==> src/rtl/imem_arbiter.sv <==
// Instruction-side memory port arbiter: the icache line refill and the PTW share one read port.
// Tie-breaking is fixed PTW priority by default; define IMEM_ARB_RR_EN for round-robin.
module imem_arbiter #(
  parameter int XLEN   = 32,
  parameter int LINE_W = 128
) (
  input  logic              clk,
  input  logic              rst,
  input  logic              ic_req_i,
  input  logic [XLEN-1:0]   ic_addr_i,
  input  logic              ic_kill_i,
  output logic              ic_ack_o,
  input  logic              ptw_req_i,
  input  logic [XLEN-1:0]   ptw_addr_i,
  output logic              ptw_ack_o,
  output logic [LINE_W-1:0] r_data_o,
  output logic              mem_req_o,
  output logic [XLEN-1:0]   mem_addr_o,
  input  logic              mem_ack_i,
  input  logic [LINE_W-1:0] mem_data_i,
  output logic              arb_busy_o
);

  typedef enum logic [1:0] {
    IDLE    = 2'd0,
    GNT_IC  = 2'd1,
    GNT_PTW = 2'd2,
    DRAIN   = 2'd3
  } state_t;

  state_t          state_reg, state_next;
  logic [XLEN-1:0] mem_addr_reg, mem_addr_next;
  logic            last_gnt_reg, last_gnt_next;

  logic [XLEN-1:0] ic_line_addr;
  logic [XLEN-1:0] ptw_pte_addr;
  logic            ic_valid;
  logic            pick_ptw;
  logic            unused_addr_bits;

  // Line and PTE addresses are aligned on the bus; the low bits are don't-care.
  assign ic_line_addr     = {ic_addr_i[XLEN-1:4], 4'b0000};
  assign ptw_pte_addr     = {ptw_addr_i[XLEN-1:2], 2'b00};
  assign unused_addr_bits = ^{ic_addr_i[3:0], ptw_addr_i[1:0]};

  // A kill in the request cycle cancels the icache request before it is granted.
  assign ic_valid = ic_req_i & ~ic_kill_i;

`ifdef IMEM_ARB_RR_EN
  // last_gnt = 1 means PTW won last time, so the icache wins the next tie.
  assign pick_ptw = ptw_req_i & (~ic_valid | ~last_gnt_reg);
`else
  logic unused_last_gnt;
  assign pick_ptw        = ptw_req_i;
  assign unused_last_gnt = last_gnt_reg;
`endif

  always_comb begin
    state_next    = state_reg;
    mem_addr_next = mem_addr_reg;
    last_gnt_next = last_gnt_reg;
    ic_ack_o      = 1'b0;
    ptw_ack_o     = 1'b0;
    case (state_reg)
      IDLE: begin
        if (ptw_req_i || ic_valid) begin
          if (pick_ptw) begin
            state_next    = GNT_PTW;
            mem_addr_next = ptw_pte_addr;
            last_gnt_next = 1'b1;
          end else begin
            state_next    = GNT_IC;
            mem_addr_next = ic_line_addr;
            last_gnt_next = 1'b0;
          end
        end
      end
      GNT_IC: begin
        if (mem_ack_i) begin
          ic_ack_o   = ~ic_kill_i;
          state_next = IDLE;
        end else if (ic_kill_i) begin
          state_next = DRAIN;
        end
      end
      GNT_PTW: begin
        if (mem_ack_i) begin
          ptw_ack_o  = 1'b1;
          state_next = IDLE;
        end
      end
      DRAIN: begin
        // The request is already on the bus; wait out its response and drop it.
        if (mem_ack_i) begin
          state_next = IDLE;
        end
      end
      default: begin
        state_next = IDLE;
      end
    endcase
  end

  always_ff @(posedge clk or posedge rst) begin
    if (rst) begin
      state_reg    <= IDLE;
      mem_addr_reg <= '0;
      last_gnt_reg <= 1'b1;
    end else begin
      state_reg    <= state_next;
      mem_addr_reg <= mem_addr_next;
      last_gnt_reg <= last_gnt_next;
    end
  end

  assign mem_req_o  = (state_reg != IDLE);
  assign arb_busy_o = (state_reg != IDLE);
  assign mem_addr_o = mem_addr_reg;
  assign r_data_o   = mem_data_i;

endmodule

==> config.mk <==
export PLATFORM = sky130hd
export DESIGN_NAME = imem_arbiter
export DESIGN_NICKNAME = d
export VERILOG_FILES = /design/src/rtl/imem_arbiter.sv
export SDC_FILE = /design/constraint.sdc
export NUM_CORES = 1
export LEC_CHECK = 0
export CAP_MARGIN = 5
export CELL_PAD_IN_SITES_DETAIL_PLACEMENT = 1
export CELL_PAD_IN_SITES_GLOBAL_PLACEMENT = 1
export CORE_ASPECT_RATIO = 0.5
export CORE_MARGIN = 2
export CORE_UTILIZATION = 16
export CTS_CLUSTER_DIAMETER = 150
export DETAILED_ROUTE_END_ITERATION = 12
export PLACE_DENSITY = 0.91
export SYNTH_ARGS = -nofsm -noshare
export SYNTH_HDL_FRONTEND = slang
export SYNTH_SLANG_ARGS = --single-unit
==> constraint.sdc <==
create_clock -name clk -period 2 [get_ports clk]
set_input_delay 0.4 -clock clk [delete_from_list [all_inputs] [get_ports clk]]
set_output_delay 0.4 -clock clk [all_outputs]
set_load 0.1 [all_outputs]
==> flow_summary.json <==
{
  "met3WireLength_um": 632,
  "synthTopCellsByArea": "buf_4 (37%), dfrtp_1 (30%), mux2_2 (15%), mux2_4 (11%), buf_12 (1.5%)",
  "drt-total-wl_um": 6030,
  "grt_pass1_wl_um": 8840,
  "tns_ps": 0,
  "max-vdd-ir-drop_mv": 0.366,
  "holdBufCountCts": 0,
  "setup.worst_path.class": "input pin to output pin",
  "yosys_warnings": 0,
  "largest_register_ffs": 30,
  "syn_area_um2": 2680,
  "grt_overflow_total": 0,
  "layout-drive-gt1-share": 0.495,
  "cpMaxStageDelayCell": "clkdlybuf4s50_1",
  "cp_slowest_stage_delay_ps": 440,
  "worst_slack_ps": 121,
  "firstDrtPassIters": 3,
  "seq_area_frac_synth": 0.299,
  "avgViaCountPerCell": 3.21,
  "area_delta_synth_final_pct": 16.3,
  "synthDistinctLibCells": 19,
  "syn_inst": 243,
  "wl_per_cell_um": 13.6,
  "cap_violations": 0,
  "power_density_nw_per_um2": 1520,
  "cts_tree": "built",
  "layout.nets": 416,
  "ant_nets": 0,
  "cts_sinks": 32,
  "rsz0062_at_grt": "no",
  "crit_path_end_kind": "output pin",
  "io_pins": 362,
  "grt_usage": 0.0644,
  "die_y_um": 95.5,
  "fp.dieArea_um2": 17800,
  "dr_total_vias": 1430,
  "place_ws_ps": 33.6,
  "diodes": 0,
  "grt_max_degree": 33,
  "drc_errors": 0,
  "clk-insertion-delay-late_ps": 270,
  "path_cells": "clkdlybuf4s50_1 > buf_4 > nor4b_4 > buf_12",
  "row_count": 33,
  "port_buffers": 97,
  "crit_buf_inv": 3,
  "wl_met1_um": 1990,
  "start_util": 0.163,
  "drt-initial-drc-count": 20,
  "highest_layer": "met4",
  "layout_min_cycle_time_ps": 1880,
  "hold_viol": 0,
  "fmax_ghz": 0.532,
  "cts_resized": 0,
  "ctsRootBufferMaster": "clkbuf_16",
  "dp_hpwl_um": 4920,
  "fp.coreArea_um2": 16400,
  "wl_met2_um": 3270,
  "grt_pass1_vias": 1639,
  "grt_antenna_before_repair": 0,
  "synth.top_cell.area_share": 0.367,
  "cp_max_fo": 2,
  "setup_viol": 0,
  "hp-class": "flip-flop to flip-flop",
  "skew_ps": 3.94,
  "post-cts-setup-buffers": 0,
  "syn_avg_cell_area_um2": 11.0,
  "layout_commonest_cell": "clkdlybuf4s50_1",
  "htreeDepth": 2,
  "cp.arrival_ps": 1480,
  "gp_congestion": 0.688,
  "layout_common_cells": "clkdlybuf4s50_1 (63), mux2_2 (36), buf_4 (34)",
  "drv_slew": 0,
  "synth-seq-cells": 32,
  "path_delay_family": "buffers and inverters",
  "fin_crit_sh": 0.939,
  "critPathRequiredTime_ps": 1600,
  "status": "completed",
  "cts_max_path_buffers": 2,
  "yosysTopAreaCell": "buf_4",
  "cts_made_buffers": 5,
  "clk_pin_slew_ps": 50,
  "start_kind": "input pin",
  "p_leak_nw": 1.28,
  "dieWidth_um": 187
}
-- cell type report --
class	count	area, µm²
clock buffer	7	153
multi-input combinational	71	818
tap	227	284
inverter	3	11.3
timing repair buffer	105	1050
fill	1855	13300
sequential	32	801
-- cells in the mapped netlist (all sizes together) --
cell,number
nor2b,1
nor2,1
o21a,1
inv,3
a21oi,1
conb,1
nand2,2
mux2,56
a32o,2
buf,138
nor4b,1
o22ai,1
and3,1
o21ai,2
dfrtp,32
-- kinds of logic after synthesis --
logic type             after synthesis  share of synthesized area
and+or+nand+nor                      6                     0.0150
muxes                               56                      0.264
buffers and inverters              141                      0.403
AOI/OAI and AO/OA                    7                     0.0182
DFF                                 32                      0.299
other                                1                    0.00140
-- worst reg2reg max path, stage by stage (launching register included) --
cell and delay, ps:
dfrtp_1 440, nor2_4 210, o21a_2 250, buf_12 180, mux2_2 350
-- final timing paths --
kind,from,endpoint,slack [ps],cells after the start
min in group asynchronous,rst,mem_addr_o[8],540,3
worst min register to register,mem_addr_o[2],mem_addr_o[2],500,1
max in group asynchronous,rst,mem_addr_o[17],1160,3
worst max-delay path,ic_kill_i,ic_ack_o,120,4
worst max register to register,state_reg[1],mem_addr_o[25],460,4
worst min-delay path,mem_addr_o[2],mem_addr_o[2],500,1
-- routing by layer --
layer / vias to the layer above / global-route usage
met3: 27 / 0.0397
met4: 0 / 0.0344
met1: 727 / 0.0587
met5: - / 0
li1: 608 / -
met2: 68 / 0.115
-- where the power goes --
part / total, mW / switching (mW) / leakage (nW) / internal, mW
Sequential: 1.02 / 0.142 / 0.377 / 0.878
Clock: 0.779 / 0.257 / 0.0760 / 0.522
Combinational: 2.93 / 2.11 / 0.831 / 0.816
Total: 4.73 / 2.51 / 1.28 / 2.22
-- per-stage QoR --
stage	util	instance area [µm²]	hold slack, ps	total power [mW]	std cells
after CTS	0.190	3110	502	4.79	445
after global placement	0.181	2960	479	3.93	438
after global routing	0.190	3110	529	4.89	445
after detailed placement	0.181	2960	491	3.98	438
after floorplan	-	2700	499	4.48	244
final	0.190	3110	497	4.73	445
Power figures use the tool's default switching activity.
